### config.mk
export PLATFORM = sky130hd
export DESIGN_NAME = demux_serial_driver
export DESIGN_NICKNAME = d
export VERILOG_FILES = /design/src/rtl/demux_serial_driver.sv
export SDC_FILE = /design/constraint.sdc
export NUM_CORES = 1
export LEC_CHECK = 0
export ABC_CLOCK_PERIOD_IN_PS = 2000
export BUFFER_PORTS_ARGS = -buffer_cell sky130_fd_sc_hd__buf_2
export CORE_ASPECT_RATIO = 0.7
export CORE_MARGIN = 5
export CORE_UTILIZATION = 47
export CTS_CLUSTER_SIZE = 25
export DETAILED_ROUTE_END_ITERATION = 16
export PLACE_DENSITY = 0.72
export SLEW_MARGIN = 25
export SYNTH_ARGS = -nofsm -noshare
export SYNTH_HDL_FRONTEND = slang
export SYNTH_SLANG_ARGS = --single-unit
### constraint.sdc
create_clock -name clk_i -period 2 [get_ports clk_i]
set_input_delay 0.4 -clock clk_i [delete_from_list [all_inputs] [get_ports clk_i]]
set_output_delay 0.4 -clock clk_i [all_outputs]
set_load 0.01 [all_outputs]
### src/rtl/demux_serial_driver.sv
`default_nettype none
// ============================================================================
// Module   : demux_serial_driver
// Brief    : Serializes one parallel word per valid/ready handshake onto din,
//            MSB first, holding the 1-to-2 demux select s stable for the whole
//            frame. Bits are qualified with bit_valid and frame markers, and
//            an optional idle gap with din low follows every frame.
// Revision : 1.0 - initial release
// ============================================================================
module demux_serial_driver #(
    parameter int WIDTH      = 8,   // bits per frame, 2..16
    parameter int GAP_CYCLES = 1    // idle cycles after each frame, 0..15
) (
    input  logic             clk_i,
    input  logic             rst_ni,
    input  logic             in_valid_i,
    output logic             in_ready_o,
    input  logic [WIDTH-1:0] in_data_i,
    input  logic             in_ch_i,
    output logic             din_o,
    output logic             s_o,
    output logic             bit_valid_o,
    output logic             frame_start_o,
    output logic             frame_end_o,
    output logic             busy_o
);

    // One 4-bit counter serves both the bit countdown (max WIDTH-1 = 15)
    // and the gap countdown (max GAP_CYCLES-1 = 14).
    localparam int unsigned c_CNT_W = 4;

    localparam logic [1:0] c_ST_IDLE  = 2'd0;
    localparam logic [1:0] c_ST_SHIFT = 2'd1;
    localparam logic [1:0] c_ST_GAP   = 2'd2;

    localparam logic [c_CNT_W-1:0] c_BIT_LOAD = 4'(WIDTH - 1);
    localparam logic [c_CNT_W-1:0] c_GAP_LOAD = (GAP_CYCLES > 0) ? 4'(GAP_CYCLES - 1) : 4'd0;

    logic [1:0]         state_q, state_d;
    logic [c_CNT_W-1:0] cnt_q, cnt_d;
    logic [WIDTH-1:0]   sh_q, sh_d;
    logic               s_q, s_d;

    logic               in_ready_q, in_ready_d;
    logic               din_q, din_d;
    logic               bit_valid_q, bit_valid_d;
    logic               frame_start_q, frame_start_d;
    logic               frame_end_q, frame_end_d;
    logic               busy_q, busy_d;

    logic               w_accept;

    // in_ready_q is low for the first cycle after reset, so it gates accept too.
    assign w_accept = (state_q == c_ST_IDLE) && in_valid_i && in_ready_q;

    // State register: FSM state, datapath and registered outputs.
    always_ff @(posedge clk_i or negedge rst_ni) begin
        if (!rst_ni) begin
            state_q       <= c_ST_IDLE;
            cnt_q         <= '0;
            sh_q          <= '0;
            s_q           <= 1'b0;
            in_ready_q    <= 1'b0;
            din_q         <= 1'b0;
            bit_valid_q   <= 1'b0;
            frame_start_q <= 1'b0;
            frame_end_q   <= 1'b0;
            busy_q        <= 1'b0;
        end else begin
            state_q       <= state_d;
            cnt_q         <= cnt_d;
            sh_q          <= sh_d;
            s_q           <= s_d;
            in_ready_q    <= in_ready_d;
            din_q         <= din_d;
            bit_valid_q   <= bit_valid_d;
            frame_start_q <= frame_start_d;
            frame_end_q   <= frame_end_d;
            busy_q        <= busy_d;
        end
    end

    // Next-state logic: accept, bit countdown, optional gap, return to idle.
    always_comb begin
        state_d = state_q;
        cnt_d   = cnt_q;
        sh_d    = sh_q;
        s_d     = s_q;
        case (state_q)
            c_ST_IDLE: begin
                if (w_accept) begin
                    state_d = c_ST_SHIFT;
                    cnt_d   = c_BIT_LOAD;
                    sh_d    = in_data_i;
                    s_d     = in_ch_i;
                end
            end
            c_ST_SHIFT: begin
                sh_d = {sh_q[WIDTH-2:0], 1'b0};
                if (cnt_q == '0) begin
                    state_d = (GAP_CYCLES == 0) ? c_ST_IDLE : c_ST_GAP;
                    cnt_d   = c_GAP_LOAD;
                end else begin
                    cnt_d = cnt_q - 1'b1;
                end
            end
            c_ST_GAP: begin
                if (cnt_q == '0) begin
                    state_d = c_ST_IDLE;
                end else begin
                    cnt_d = cnt_q - 1'b1;
                end
            end
            default: begin
                state_d = c_ST_IDLE;
                cnt_d   = '0;
            end
        endcase
    end

    // Output logic: derive next-cycle outputs from the next state so every
    // output comes straight from a flop; din is forced low outside SHIFT.
    always_comb begin
        in_ready_d    = (state_d == c_ST_IDLE);
        busy_d        = (state_d != c_ST_IDLE);
        bit_valid_d   = (state_d == c_ST_SHIFT);
        din_d         = bit_valid_d & sh_d[WIDTH-1];
        frame_start_d = bit_valid_d && (state_q != c_ST_SHIFT);
        frame_end_d   = bit_valid_d && (cnt_d == '0);
    end

    assign in_ready_o    = in_ready_q;
    assign din_o         = din_q;
    assign s_o           = s_q;
    assign bit_valid_o   = bit_valid_q;
    assign frame_start_o = frame_start_q;
    assign frame_end_o   = frame_end_q;
    assign busy_o        = busy_q;

endmodule
`default_nettype wire
### Word level (Yosys, flattened, before mapping)

Cells that the tools add are included.
Widths: inputs -> output; s select.

* register bits: 21
* input port bits: 12
* output and inout bits: 7
* word-level logic and storage cells: 40

* $add $sub $neg: 1
* equal/unequal tests: 5
* mux-type cells: 10
* bitwise gates (word level): 1
* reduce and logical (&&, ||, !) cells: 12

Operator list (number)
* $pmux 8 s2: 1
* $mux 4: 3
* $pmux 4 s3: 1
* $logic_not 4->1: 2
* $mux 8: 1
* $mux 2: 3
* $pmux 2 s3: 1
* $eq 2x1->1 const B: 2
* $logic_and 1x1->1: 4
* $logic_not 2->1: 2
* $reduce_and 2->1: 2
* $reduce_bool 2->1: 2
* $sub 4x1->4 const B: 1
* $eq 2x2->1 const B: 1
* $ne 2x1->1 const B: 1
* $ne 2x2->1 const B: 1
* $and 1x1->1: 1

### Longest topological paths before layout

* depth in word-level cells: 7
* gate-level depth with buffers: 8
* gate-level depth less buffers: 8

### Least setup slack after synthesis

Ideal clock, no wire load.

* path type: reg-to-reg
* start point: register cnt_q[0]
* end point: register frame_end_q (netlist: frame_end_o)
* setup time: 0.123 ns
* data arrival time: 1.739 ns
* required time: 1.877 ns
* slack: 0.138 ns
* stages on the path, launching flop included: 9
* buffers on the path: 0
* clock period less this slack: 1.862 ns
* cells stage by stage: dfrtp_1 inv_1 ha_1 nor3b_1 inv_1 ha_1 mux2_2 o211ai_1 nor4_2

* cells in the longest elaborated chain, start to end: 5
* elaborated cells between the ends (all ways): 12
* those cells by class: 1 x add/sub; 1 x eq/ne; 7 x mux; 3 x reduce/logical

Ends and longest elaborated chain
* start: declaration: line 40 `logic [c_CNT_W-1:0] cnt_q, cnt_d;`
* start signal: assignment: line 71 `cnt_q <= cnt_d;`
* $sub 4x1->4 / $logic_not 4->1 (equally long branches)
* $mux 4 (tied with other cells): line 108 `if (cnt_q == '0) begin`
* $pmux 4 s3 / $pmux 2 s3 (equally long branches): line 89 `case (state_q)`
* $logic_not 4->1 / $eq 2x1->1 (equally long branches): line 129, 126
* $logic_and 1x1->1 *: line 129 `frame_end_d = bit_valid_d && (cnt_d == '0);`
* via frame_end_d: line 48 `logic frame_end_q, frame_end_d;`
* end signal: assignment: line 78 `frame_end_q <= frame_end_d;`
* end: declaration: line 48

Mark *: on every way through the listed nets, which the timed path passes. The rest lies on a longest branch.
A chain may end at the register's enable or synchronous reset.

### Final worst setup path

Ends and elaborated chain as after synthesis.

==> results.py <==
metrics = {
    "floorplanning": {
        "die_area_um2": 3040,
        "start_util": 0.505,
        "die_h_um": 47.7,
        "fp.dieW_um": 63.8,
        "row_count": 13,
        "core_um2": 1890,
        "ios": 19,
    },
    "clock_tree": {
        "cts_max_path_buffers": 2,
        "clkSinkCount": 21,
        "cts_tree": "done",
        "htree_levels": 1,
        "cts-root-buf": "clkbuf_4",
        "cts_buffers": 3,
        "clk_pin_slew_ns": 0.11,
        "clock_latency_ns": 0.30,
        "cts_hold_buf": 0,
    },
    "logic_synthesis": {
        "synthAdderAreaFrac": 0.0263,
        "syn_nets": 103,
        "synth_top_family_by_area": "simple AND/OR/NAND/NOR gates",
        "postSynthAreaPerCell_um2": 10.7,
        "seq_area_frac_synth": 0.552,
        "yosysWarningCount": 0,
        "synthSimpleGateAreaFrac": 0.198,
        "netlist_instances": 89,
        "synth_mux_area_frac": 0.0237,
        "ys_ff_latch": 21,
        "synth_xor_area_frac": 0.00920,
        "synth_compound_area_frac": 0.146,
        "netlist_area_um2": 952,
        "ys_types": 30,
    },
    "timing": {
        "tightestPinTransition_ns": 0.466,
        "max_slew_margin": 0.689,
        "max_freq_mhz": 526,
        "hold_viol": 0,
        "final.period_utilization": 0.951,
        "min_period_ns": 1.90,
        "fin_skew_ns": 0.000687,
        "slew_violations": 0,
        "hold_ws_ns": 0.0349,
        "finalSetupViolCount": 0,
    },
    "worst_setup_path": {
        "r2r-end": "frame_end_o",
        "required_ns": 2.20,
        "rrSetupSlack_ns": 0.1,
        "critPathCaptureType": "flip-flop",
        "arrival_ns": 2.10,
        "critPathMaxFanout": 5,
        "r2r_cells": 8,
        "startpoint_type": "flip-flop",
        "r2r_start": "cnt_q[0]",
        "critPathLaunch": "cnt_q[0]",
        "crit_type": "flip-flop to flip-flop",
    },
    "power": {
        "p_int_mw": 1.16,
        "ir_worst_vdd_mv": 1.24,
        "power.share.sequential": 0.388,
        "cellPowerDensity_nw_per_um2": 1700,
        "comb_power_share": 0.510,
        "power.share.clock": 0.102,
        "swShare": 0.404,
        "p_sw_mw": 0.784,
        "leakagePower_nw": 0.584,
    },
    "drt": {
        "viasPerCell": 5.36,
        "drt-pass1-iter-count": 4,
        "avgRoutedWirePerCell_um": 14.4,
        "ant_nets": 0,
        "dr_total_vias": 718,
        "drc": 0,
        "drt_wl_total_mm": 1.93,
        "drtIter0Drc": 29,
    },
    "layout": {
        "nFillCells": 160,
        "antenna_cells": 0,
        "layout_common_cells": "21 x dfrtp_1, 18 x buf_2, 16 x nand2_1",
        "drive_above_1_share": 0.304,
        "layout.nets": 127,
        "final_area_um2": 1140,
        "syn_to_final_growth_pct": 20.1,
        "multiInputGateArea_um2": 414,
        "final_util": 0.606,
        "regArea_um2": 526,
        "mostFrequentLayoutCell": "dfrtp_1",
    },
    "worst_hold_path": {
        "hold_class": "primary input to async pin",
    },
    "global_routing": {
        "grt_max_degree": 22,
        "grt_first_pass_wirelength_mm": 3.30,
        "overflow": 0,
        "first_global_vias": 715,
        "grt.total_usage": 0.142,
        "antenna_found_initial": 0,
    },
    "placed_design": {
        "place_congestion": 0.889,
        "dp_hpwl_mm": 1.39,
        "port_buffers": 18,
        "dpl_cell_area_um2": 1090,
    },
    "run": {
        "cap_violations": 0,
    },
    "status": {
        "status": "finished clean",
    },
}
## cells by family after synthesis
| kind of cell | count (synthesis) |
|---|---|
| simple gates | 34 |
| mux | 2 |
| compound gates | 20 |
| fa+ha+maj | 2 |
| buf+inv | 9 |
| xor+xnor | 1 |
| flops | 21 |
## state kept, by name (all words and copies together) (netlist names)
register and count:
in_ready_o 1, cnt_q 4, state_q 2, sh_q 8
s_o 1, frame_end_o 1, busy_o 1, bit_valid_o 1
frame_start_o 1, din_o 1
## metrics by stage
stage | std cells | TNS (ns) | power [mW] | setup WS (ns)
after global placement | 129 | 0 | 1.64 | 0.111
after CTS | 133 | 0 | 1.88 | 0.0181
after detailed placement | 129 | 0 | 1.68 | 0.0375
final | 134 | 0 | 1.94 | 0.0986
after global routing | 134 | -0.000692 | 2.12 | -0.000692
after floorplan | 89 | 0 | 1.39 | 0.138
## worst max-delay path, stage by stage, from the launching register on
cell,delay (ns)
dfrtp_1,0.39
inv_1,0.14
ha_4,0.17
nor3b_4,0.19
inv_1,0.08
ha_1,0.28
mux2_2,0.28
o211ai_1,0.21
nor4_2,0.06
## what timing repair did
item / 4_1_cts / 5_1_grt
setup endpoints to repair: 0 / 2
setup buffers: 0 / 1
gates resized for setup: 0 / 4
## synth_stat cells
master / n / share of area
dfrtp_1: 21 / 0.55
nand2_1: 16 / 0.063
a22oi_1: 6 / 0.047
a21o_1: 4 / 0.032
buf_2: 4 / 0.021
inv_1: 4 / 0.016
nand2b_1: 3 / 0.020
a211o_1: 2 / 0.018
a21oi_1: 2 / 0.011
ha_1: 2 / 0.026
nand3_1: 2 / 0.011
nor4bb_1: 2 / 0.021
o21ai_0: 2 / 0.011
o21ai_1: 2 / 0.011
or3_1: 2 / 0.013
a22o_1: 1 / 0.0092
and2_1: 1 / 0.0066
buf_4: 1 / 0.0079
mux2_1: 1 / 0.012
mux2_2: 1 / 0.012
nand3_2: 1 / 0.011
nand3b_1: 1 / 0.0079
nor2_1: 1 / 0.0039
nor2_2: 1 / 0.0066
nor2b_1: 1 / 0.0066
nor3b_1: 1 / 0.0079
nor4_2: 1 / 0.013
o211ai_1: 1 / 0.0079
or4_1: 1 / 0.0079
xnor2_1: 1 / 0.0092
## area by class of cell
| cell class | count | area share |
|---|---|---|
| tap | 22 | 0.0241 |
| inverter | 4 | 0.0131 |
| clock buffer | 4 | 0.0230 |
| sequential | 21 | 0.460 |
| multi-input combinational | 59 | 0.362 |
| timing repair buffer | 24 | 0.118 |
## layer usage
metal	vias up	share of wire	track usage	routed length, um
li1	356	-	-	-
met1	337	0.50	0.198	967
met2	23	0.41	0.204	802
met3	2	0.080	0.0610	155
met4	0	0.0047	0.0373	9
met5	-	0	0	0
## how the worst max path moves through the flow
stage                       end  slack, ns  cells past startpoint
floorplan           frame_end_o       0.14                      8
global placement    frame_end_o       0.11                      8
detailed placement  frame_end_o       0.04                      8
CTS                 frame_end_o       0.02                      8
global route        frame_end_o    -0.0007                      8
finish              frame_end_o        0.1                      8
## power groups by stage
stage,registers (mW),logic (mW),clock network [mW]
2_1_floorplan,0.732,0.656,0
3_3_place_gp,0.748,0.895,0
3_5_place_dp,0.754,0.924,0
4_1_cts,0.746,0.929,0.207
5_1_grt,0.775,1.11,0.227
6_report,0.754,0.990,0.199
Note: power is estimated with default switching activity, not from simulation.
